## config.mk

```make
export PLATFORM = sky130hd
export DESIGN_NAME = pt2262_encoder_burst
export DESIGN_NICKNAME = d
export VERILOG_FILES = /design/src/rtl/pt2262_encoder_burst_pkg.sv /design/src/rtl/pt2262_encoder_burst_alpha_tick.sv /design/src/rtl/pt2262_encoder_burst.sv
export SDC_FILE = /design/constraint.sdc
export NUM_CORES = 1
export LEC_CHECK = 0
export CORE_UTILIZATION = 36
export CTS_CLUSTER_SIZE = 16
export DETAILED_ROUTE_END_ITERATION = 7
export GPL_ROUTABILITY_DRIVEN = 1
export MAX_ROUTING_LAYER = met4
export PLACE_DENSITY = 0.6
export SYNTH_ARGS = -nofsm -noshare
export SYNTH_HDL_FRONTEND = slang
export SYNTH_SLANG_ARGS = --single-unit
```

## constraint.sdc

```tcl
create_clock -name clk -period 6.02 [get_ports clk]
set_input_delay 1.204 -clock clk [delete_from_list [all_inputs] [get_ports clk]]
set_output_delay 1.204 -clock clk [all_outputs]
set_load 0.01 [all_outputs]
```

## src/rtl/pt2262_encoder_burst_pkg.sv

```systemverilog
// Shared symbol/state types and alpha-count constants for the PT2262 burst encoder.
package pt2262_pkg;

    typedef enum logic [1:0] {SYM_0, SYM_1, SYM_F} sym_t;

    typedef enum logic [2:0] {
        ST_IDLE,
        ST_SYM_HI1,
        ST_SYM_LO1,
        ST_SYM_HI2,
        ST_SYM_LO2,
        ST_SYNC_HI,
        ST_SYNC_LO
    } state_t;

    localparam int ALPHA_SHORT   = 4;
    localparam int ALPHA_LONG    = 12;
    localparam int ALPHA_SYM     = 32;
    localparam int ALPHA_SYNC_HI = 4;
    localparam int ALPHA_SYNC_LO = 124;

    localparam int SEG_W = 7;

    // Down-counter load (length-1) for segment seg (0=hi1,1=lo1,2=hi2,3=lo2);
    // each half-symbol is 16 alpha, so the low part is whatever the high part leaves.
    function automatic logic [SEG_W-1:0] seg_load(input sym_t sym, input logic [1:0] seg);
        int hi;
        hi = (sym == SYM_1 || (sym == SYM_F && seg[1])) ? ALPHA_LONG : ALPHA_SHORT;
        return SEG_W'((seg[0] ? (ALPHA_SYM / 2 - hi) : hi) - 1);
    endfunction

endpackage

```

## src/rtl/pt2262_encoder_burst_alpha_tick.sv

```systemverilog
// Alpha-period divider: one-clk tick every CLK_DIV clocks while enabled, restartable by clr.
module pt2262_alpha_tick #(
    parameter int CLK_DIV = 4
) (
    input  logic clk,
    input  logic reset,
    input  logic en,
    input  logic clr,
    output logic tick
);

    localparam int CW = $clog2(CLK_DIV);

    logic [CW-1:0] cnt;

    always_ff @(posedge clk or negedge reset) begin
        if (!reset) begin
            cnt <= '0;
        end else if (clr) begin
            cnt <= CW'(CLK_DIV - 1);
        end else if (en) begin
            cnt <= (cnt == '0) ? CW'(CLK_DIV - 1) : cnt - 1'b1;
        end
    end

    assign tick = en && (cnt == '0);

endmodule

```

## src/rtl/pt2262_encoder_burst.sv

```systemverilog
// PT2262 pulse-width encoder with start/stop/repeat burst handshake.
// Define PT2262_ENC_FLOAT_EN to enable floating (F) address symbols via addr_float.
//
// state      | meaning
// ST_IDLE    | no burst, outputs low, waiting for start
// ST_SYM_HI1 | first high segment of current symbol
// ST_SYM_LO1 | first low segment
// ST_SYM_HI2 | second high segment
// ST_SYM_LO2 | second low segment, then next symbol or sync
// ST_SYNC_HI | 4 alpha sync high
// ST_SYNC_LO | 124 alpha sync low, then next word or end of burst
module pt2262_encoder_burst
    import pt2262_pkg::*;
#(
    parameter int ADDR_BITS = 8,
    parameter int DATA_BITS = 4,
    parameter int CLK_DIV   = 4,
    parameter int REP_W     = 8
) (
    input  logic                 clk,
    input  logic                 reset,
    input  logic                 start,
    input  logic                 stop,
    input  logic [REP_W-1:0]     repeats,
    input  logic [ADDR_BITS-1:0] addr_val,
    input  logic [ADDR_BITS-1:0] addr_float,
    input  logic [DATA_BITS-1:0] data,
    output logic                 cod_o,
    output logic                 sync,
    output logic                 busy,
    output logic                 done
);

    localparam int NSYM  = ADDR_BITS + DATA_BITS;
    localparam int IDX_W = $clog2(NSYM + 1);
    localparam logic [IDX_W-1:0] LAST_IDX = IDX_W'(NSYM - 1);

    state_t               state;
    logic [IDX_W-1:0]     sym_idx;
    logic [SEG_W-1:0]     seg_cnt;
    logic [REP_W-1:0]     word_cnt;
    logic [REP_W-1:0]     rep_q;
    logic [ADDR_BITS-1:0] addr_val_q;
    logic [DATA_BITS-1:0] data_q;
    logic                 stop_lat;
    logic                 tick;
    logic                 accept;
    logic                 last_word;
    logic                 end_burst;
    sym_t                 cur_sym;
    sym_t                 next_sym;
    sym_t                 sym0;
    sym_t                 first_sym;

`ifdef PT2262_ENC_FLOAT_EN
    logic [ADDR_BITS-1:0] addr_float_q;
`else
    logic unused_addr_float;
    assign unused_addr_float = ^addr_float;
`endif

    function automatic sym_t sym_at(input logic [IDX_W-1:0] idx);
        logic [ADDR_BITS-1:0] a_sh;
        logic [DATA_BITS-1:0] d_sh;
`ifdef PT2262_ENC_FLOAT_EN
        logic [ADDR_BITS-1:0] f_sh;
`endif
        a_sh = addr_val_q >> idx;
        d_sh = data_q >> (idx - IDX_W'(ADDR_BITS));
        if (idx < IDX_W'(ADDR_BITS)) begin
`ifdef PT2262_ENC_FLOAT_EN
            f_sh = addr_float_q >> idx;
            if (f_sh[0]) return SYM_F;
`endif
            return a_sh[0] ? SYM_1 : SYM_0;
        end
        return d_sh[0] ? SYM_1 : SYM_0;
    endfunction

    // The first segment is loaded at accept, before the snapshot registers are valid.
    always_comb begin
        cur_sym  = sym_at(sym_idx);
        next_sym = sym_at(IDX_W'(sym_idx + 1'b1));
        sym0     = sym_at('0);
`ifdef PT2262_ENC_FLOAT_EN
        first_sym = addr_float[0] ? SYM_F : (addr_val[0] ? SYM_1 : SYM_0);
`else
        first_sym = addr_val[0] ? SYM_1 : SYM_0;
`endif
    end

    assign accept    = start && !busy;
    assign last_word = (rep_q != '0) && (REP_W'(word_cnt + 1'b1) == rep_q);
    assign end_burst = stop_lat || stop || last_word;

    pt2262_alpha_tick #(.CLK_DIV(CLK_DIV)) u_alpha_tick (
        .clk   (clk),
        .reset (reset),
        .en    (busy),
        .clr   (accept),
        .tick  (tick)
    );

    always_ff @(posedge clk or negedge reset) begin
        if (!reset) begin
            state      <= ST_IDLE;
            sym_idx    <= '0;
            seg_cnt    <= '0;
            word_cnt   <= '0;
            rep_q      <= '0;
            addr_val_q <= '0;
            data_q     <= '0;
`ifdef PT2262_ENC_FLOAT_EN
            addr_float_q <= '0;
`endif
            stop_lat   <= 1'b0;
            cod_o      <= 1'b0;
            sync       <= 1'b0;
            busy       <= 1'b0;
            done       <= 1'b0;
        end else begin
            sync <= 1'b0;
            done <= 1'b0;
            if (busy && stop) stop_lat <= 1'b1;
            case (state)
                ST_IDLE: begin
                    if (start) begin
                        state      <= ST_SYM_HI1;
                        busy       <= 1'b1;
                        cod_o      <= 1'b1;
                        sym_idx    <= '0;
                        word_cnt   <= '0;
                        stop_lat   <= 1'b0;
                        seg_cnt    <= seg_load(first_sym, 2'd0);
                        addr_val_q <= addr_val;
                        data_q     <= data;
                        rep_q      <= repeats;
`ifdef PT2262_ENC_FLOAT_EN
                        addr_float_q <= addr_float;
`endif
                    end
                end
                default: begin
                    if (tick) begin
                        if (seg_cnt != '0) begin
                            seg_cnt <= seg_cnt - 1'b1;
                        end else begin
                            case (state)
                                ST_SYM_HI1: begin
                                    state   <= ST_SYM_LO1;
                                    cod_o   <= 1'b0;
                                    seg_cnt <= seg_load(cur_sym, 2'd1);
                                end
                                ST_SYM_LO1: begin
                                    state   <= ST_SYM_HI2;
                                    cod_o   <= 1'b1;
                                    seg_cnt <= seg_load(cur_sym, 2'd2);
                                end
                                ST_SYM_HI2: begin
                                    state   <= ST_SYM_LO2;
                                    cod_o   <= 1'b0;
                                    seg_cnt <= seg_load(cur_sym, 2'd3);
                                end
                                ST_SYM_LO2: begin
                                    cod_o <= 1'b1;
                                    if (sym_idx == LAST_IDX) begin
                                        state   <= ST_SYNC_HI;
                                        sync    <= 1'b1;
                                        seg_cnt <= SEG_W'(ALPHA_SYNC_HI - 1);
                                    end else begin
                                        state   <= ST_SYM_HI1;
                                        sym_idx <= sym_idx + 1'b1;
                                        seg_cnt <= seg_load(next_sym, 2'd0);
                                    end
                                end
                                ST_SYNC_HI: begin
                                    state   <= ST_SYNC_LO;
                                    cod_o   <= 1'b0;
                                    seg_cnt <= SEG_W'(ALPHA_SYNC_LO - 1);
                                end
                                ST_SYNC_LO: begin
                                    word_cnt <= word_cnt + 1'b1;
                                    sym_idx  <= '0;
                                    if (end_burst) begin
                                        state    <= ST_IDLE;
                                        busy     <= 1'b0;
                                        done     <= 1'b1;
                                        cod_o    <= 1'b0;
                                        stop_lat <= 1'b0;
                                    end else begin
                                        state   <= ST_SYM_HI1;
                                        cod_o   <= 1'b1;
                                        seg_cnt <= seg_load(sym0, 2'd0);
                                    end
                                end
                                default: state <= ST_IDLE;
                            endcase
                        end
                    end
                end
            endcase
        end
    end

endmodule
```

Yosys cells after proc, flatten, opt, wreduce, memory -nomap -nowiden
Cells that the tools add are included.

Logic and storage cells: 151. Output and inout bits: 4. Bits in registers: 49. Input port bits: 32.

Equality and inequality tests: 17. Reductions and logical operators: 28. $add $sub $neg: 14. Shifts and indexed selects: 4. Multiplexer cells: 73. $lt $le $gt $ge: 2.

Operator list (number): $mux W7 (6); $pmux W7 S6 (1); $mux W4 (10); $mux W8 (5); $mux W1 (36); $pmux W3 S6 (1); $reduce_bool A8 Y1 (2); $shr A8 B4 Y1 (2); $mux W3 (5); $sub A4 B1 Y5 const B (3); $mux W2 (7); $sub A6 B2 Y7 const B (2); $reduce_and A4 Y1 (3); $sub A5 B4 Y6 const A (2); $reduce_and A5 Y1 (2); $eq A3 B3 Y1 const B (3); $add A8 B1 Y8 const B (1); $eq A8 B8 Y1 (1); $lt A4 B4 Y1 const B (2); $pmux W4 S2 (1); $reduce_bool A2 Y1 (4); $shr A4 B4 Y1 (2); $sub A4 B4 Y4 const B (2); $reduce_bool A7 Y1 (1); 26 further kinds (34).

Longest topological paths before layout
Word-level depth: 13. Mapped depth: 8. Mapped depth without buffers: 8.

Hierarchy
From an unflattened synthesis, not the netlist that was laid out.

Cell total of the unflattened synthesis: 314. Area, all modules: 2857.7 um^2.

By module, submodules not included: pt2262_encoder_burst (times used 1, area an instance 2747.6 um^2, seq. area each 1176.1 um^2, cells each 303); pt2262_alpha_tick (times used 1, area an instance 110.1 um^2, seq. area each 50.0 um^2, cells each 11).

Worst setup path before layout
Ideal clock, no wire load.

Path type: input -> register. Start: input port start. End: register sym_idx[3]. Required time: 5928 ps. Stages on the path: 6. Setup slack: 2893 ps. Data arrival time: 3035 ps. Path buffers: 0. Setup time: 92 ps. Path through: or4b_2 o21ai_2 nand2_2 or4_4 or2_1 o31ai_2.

Cells in the longest elaborated chain, start to end: 2.

RTL lines: start: declaration (line pt2262_encoder_burst.sv:22) `input logic start,`; $ne A2 B2 Y1 (no line); $reduce_and A5 Y1 (no line); end signal: assignment (line pt2262_encoder_burst.sv:172) `sym_idx <= sym_idx + 1'b1;`; end: declaration (line pt2262_encoder_burst.sv:39) `logic [IDX_W-1:0] sym_idx;`.

No other way between the ends. A chain may end at the register's enable or synchronous reset.

Final worst setup path
Start: input port start. End: register seg_cnt[4].

Cells in the longest elaborated chain, start to end: 2.

RTL lines: $ne A2 B2 Y1 (no line); $reduce_and A4 Y1 (no line); end signal: assignment (line pt2262_encoder_burst.sv:134) `seg_cnt <= seg_load(first_sym, 2'd0);`; end signal: assignment (line pt2262_encoder_burst.sv:146) `seg_cnt <= seg_cnt - 1'b1;`; end signal: assignment (line pt2262_encoder_burst.sv:152) `seg_cnt <= seg_load(cur_sym, 2'd1);`; end: declaration (line pt2262_encoder_burst.sv:40) `logic [SEG_W-1:0] seg_cnt;`.

No other way between the ends.

==> results.json <==
{
  "num_rows": 32,
  "synth_flop_cell": "dfrtp_1",
  "gp_congestion": 0.7779,
  "drtIter0Drc": 96,
  "whs_ps": 489.8,
  "utilization_pct": 42.84,
  "cts_tree": "yes",
  "die_x_um": 91.04,
  "n_antenna_cell": 0,
  "htree_num_levels": 2,
  "cts_made_buffers": 5,
  "wl_per_cell_um": 14.79,
  "p_per_area_nw_per_um2": 363.7,
  "drtAntennaViolNets": 0,
  "period_minus_slack_ps": 3993,
  "ys_seq_elements": 49,
  "post-cts-setup-buffers": 0,
  "syn-cell-area_um2": 2854,
  "start_kind": "input port",
  "finalSetupTns_ps": 0,
  "p_leak_nw": 1.291,
  "synth-edff-count": 0,
  "fmax_ghz": 0.2504,
  "power_w": 0.001198,
  "reg2reg_depth": 6,
  "crit_path_end_kind": "flop",
  "cts_resized": 0,
  "postRouteWirelength_mm": 6.062,
  "fin_area_um2": 3293,
  "finalHoldViolations": 0,
  "yosysUniqueCellTypes": 53,
  "grt_start_max_net_pins": 50,
  "hpwl_mm": 4.372,
  "path_max_fanout": 22,
  "insertion_delay_ps": 310,
  "min_to": "u_alpha_tick.cnt[0]",
  "slew_violations": 0,
  "cts_sinks": 49,
  "skew_ps": 2.517,
  "yosys_warnings": 0,
  "route.detailed.drc": 0,
  "status": "complete, no violations",
  "portBuffers": 27,
  "min_from": "u_alpha_tick.cnt[0]",
  "tightestPinTransition_ps": 695.5,
  "dieHeight_um": 91.04,
  "seq_area_frac_synth_pct": 42.96,
  "crit_type": "in2reg",
  "drive_gt1_share_pct": 14.29,
  "grt_pass1_wl_mm": 10.64,
  "via_per_inst": 5.444,
  "worstPathArrival_ps": 4190,
  "cts_root_buffer": "clkbuf_8",
  "clk_pin_slew_worst_paths_ps": 90,
  "grt_pass1_vias": 2163,
  "r2r_start": "state[0]",
  "core_um2": 7687,
  "die-area_um2": 8287,
  "holdBufCountCts": 0,
  "required_ps": 6220,
  "clock_path_buffers": 2,
  "cap_violations": 0,
  "n_fill_cell": 773,
  "dr.pass1.iters": 4,
  "r2r_end": "seg_cnt[4]",
  "grt_setup_unrepaired": "no",
  "dr_total_vias": 2232,
  "hold_depth": 1,
  "period_share_pct": 66.33,
  "place_area_um2": 3202,
  "synth_nets": 322,
  "postSynthCellCount": 286,
  "initial_core_util_pct": 37.13,
  "r2r_slack_ps": 2770,
  "grt_antenna_before_repair": 0,
  "area_growth_pct": 15.39,
  "relSlewSlack_pct": 53.28,
  "async_flop_share_pct": 100.0,
  "ir_drop_uv": 177.2,
  "hold_class": "reg2reg",
  "nets": 343,
  "syn_avg_cell_area_um2": 9.979,
  "grt-ovfl-total": 0,
  "grt_usage_pct": 16.37,
  "boundaryPins": 36,
  "setup_viol": 0
}
cells in the mapped netlist, drive strengths merged, types with 5 or more instances:
library cell	count	share of area (%)
nor2	18	2.4
a21oi	15	2.6
o31ai	6	2.2
nor2b	6	1.3
nand3	12	2.1
a31oi	6	1.3
mux2i	6	2.1
dfrtp	49	43
clkbuf	13	1.7
xnor2	6	1.8
o21ai	24	4.3
nor3	8	1.6
mux2	20	7.9
inv	10	1.3
nand2	18	2.5
xor2	6	1.8
nand2b	5	1.1
cells in the final DEF (no fill, tap or decap), types with 2 or more instances in the layout:
master	count
dfrtp_1	49
clkdlybuf4s50_1	26
mux2_2	20
o21ai_0	19
nor2_1	18
nand2_1	17
a21oi_1	15
nand3_1	12
inv_1	10
nor3_1	7
nor2b_1	6
xor2_1	6
xnor2_1	6
a31oi_1	6
mux2i_1	6
nand2b_1	5
clkbuf_8	5
and3_1	4
or3_1	4
o31ai_1	4
o21ai_1	4
a22o_1	4
mux4_2	4
ha_1	4
nand4_1	3
nor4_1	3
o41ai_1	3
clkinvlp_4	3
a31o_2	2
a211oi_1	2
and2_1	2
o21a_1	2
o22ai_1	2
a21boi_0	2
o32ai_1	2
report_power, final:
| part | internal [W] | total, W | switching (W) |
|---|---|---|---|
| Combinational | 0.000236 | 0.000422 | 0.000186 |
| Sequential | 0.000439 | 0.000574 | 0.000135 |
| Clock | 0.0000817 | 0.000201 | 0.000120 |
| Total | 0.000757 | 0.00120 | 0.000441 |
kinds of logic (layout without fill, tap and decap cells):
logic type	Yosys count	after routing	share of synthesized area (%)
AO/OA/AOI/OAI	75	75	17.45
XOR/XNOR	13	13	4.472
adder cells (fa/ha/maj)	4	4	1.754
buffers and inverters	24	46	3.157
flip-flops	49	49	42.96
multiplexers	30	30	13.15
AND/OR/NAND/NOR	91	91	17.05
stage by stage:
step                      instances  setup slack (ps)
after floorplan                 286              2893
after global placement          402              1762
after detailed placement        402              1694
after CTS                       410              2033
after global routing            410              1933
final                           410              2027
state kept, by name (all words and copies together) (netlist names), 2 cells and up:
name,cells
word_cnt,8
state,3
data_q,4
rep_q,8
addr_val_q,8
seg_cnt,7
sym_idx,4
u_alpha_tick.cnt,2
worst max-delay path by stage:
stage          startpoint         end  slack [ps]  depth (start not counted)
4_1_cts             start  seg_cnt[4]        2030                          7
3_3_place_gp        start  seg_cnt[4]        1760                          7
2_1_floorplan       start  sym_idx[3]        2890                          6
6_report            start  seg_cnt[4]        2030                          7
3_5_place_dp        start  seg_cnt[4]        1690                          7
5_1_grt             start  seg_cnt[4]        1930                          7
worst max-delay path: stages:
cell and delay (ps):
clkdlybuf4s50_1 600, or4b_2 940, o21a_1 290, nor4_1 270
o21ai_1 270, and2_1 260, a221o_1 350
per-layer routing:
layer,global-route usage [%],part of all wire [%],vias to the layer above
met5,-,0,-
met4,4.365,1.1,0
met3,2.931,4.3,10
met2,23.99,44,40
met1,23.32,50,1085
li1,-,-,1097
area by class of cell:
type	count	area (µm²)	share of cell area [%]
clock buffers	5	68.82	2.090
flip-flops and latches	49	1226	37.23
multi-input cells	213	1538	46.69
well taps	102	127.6	3.875
clock inverters	3	22.52	0.6839
inverters	10	37.54	1.140
repair buffers	28	272.8	8.283
Note: power is estimated with default switching activity, not from simulation.
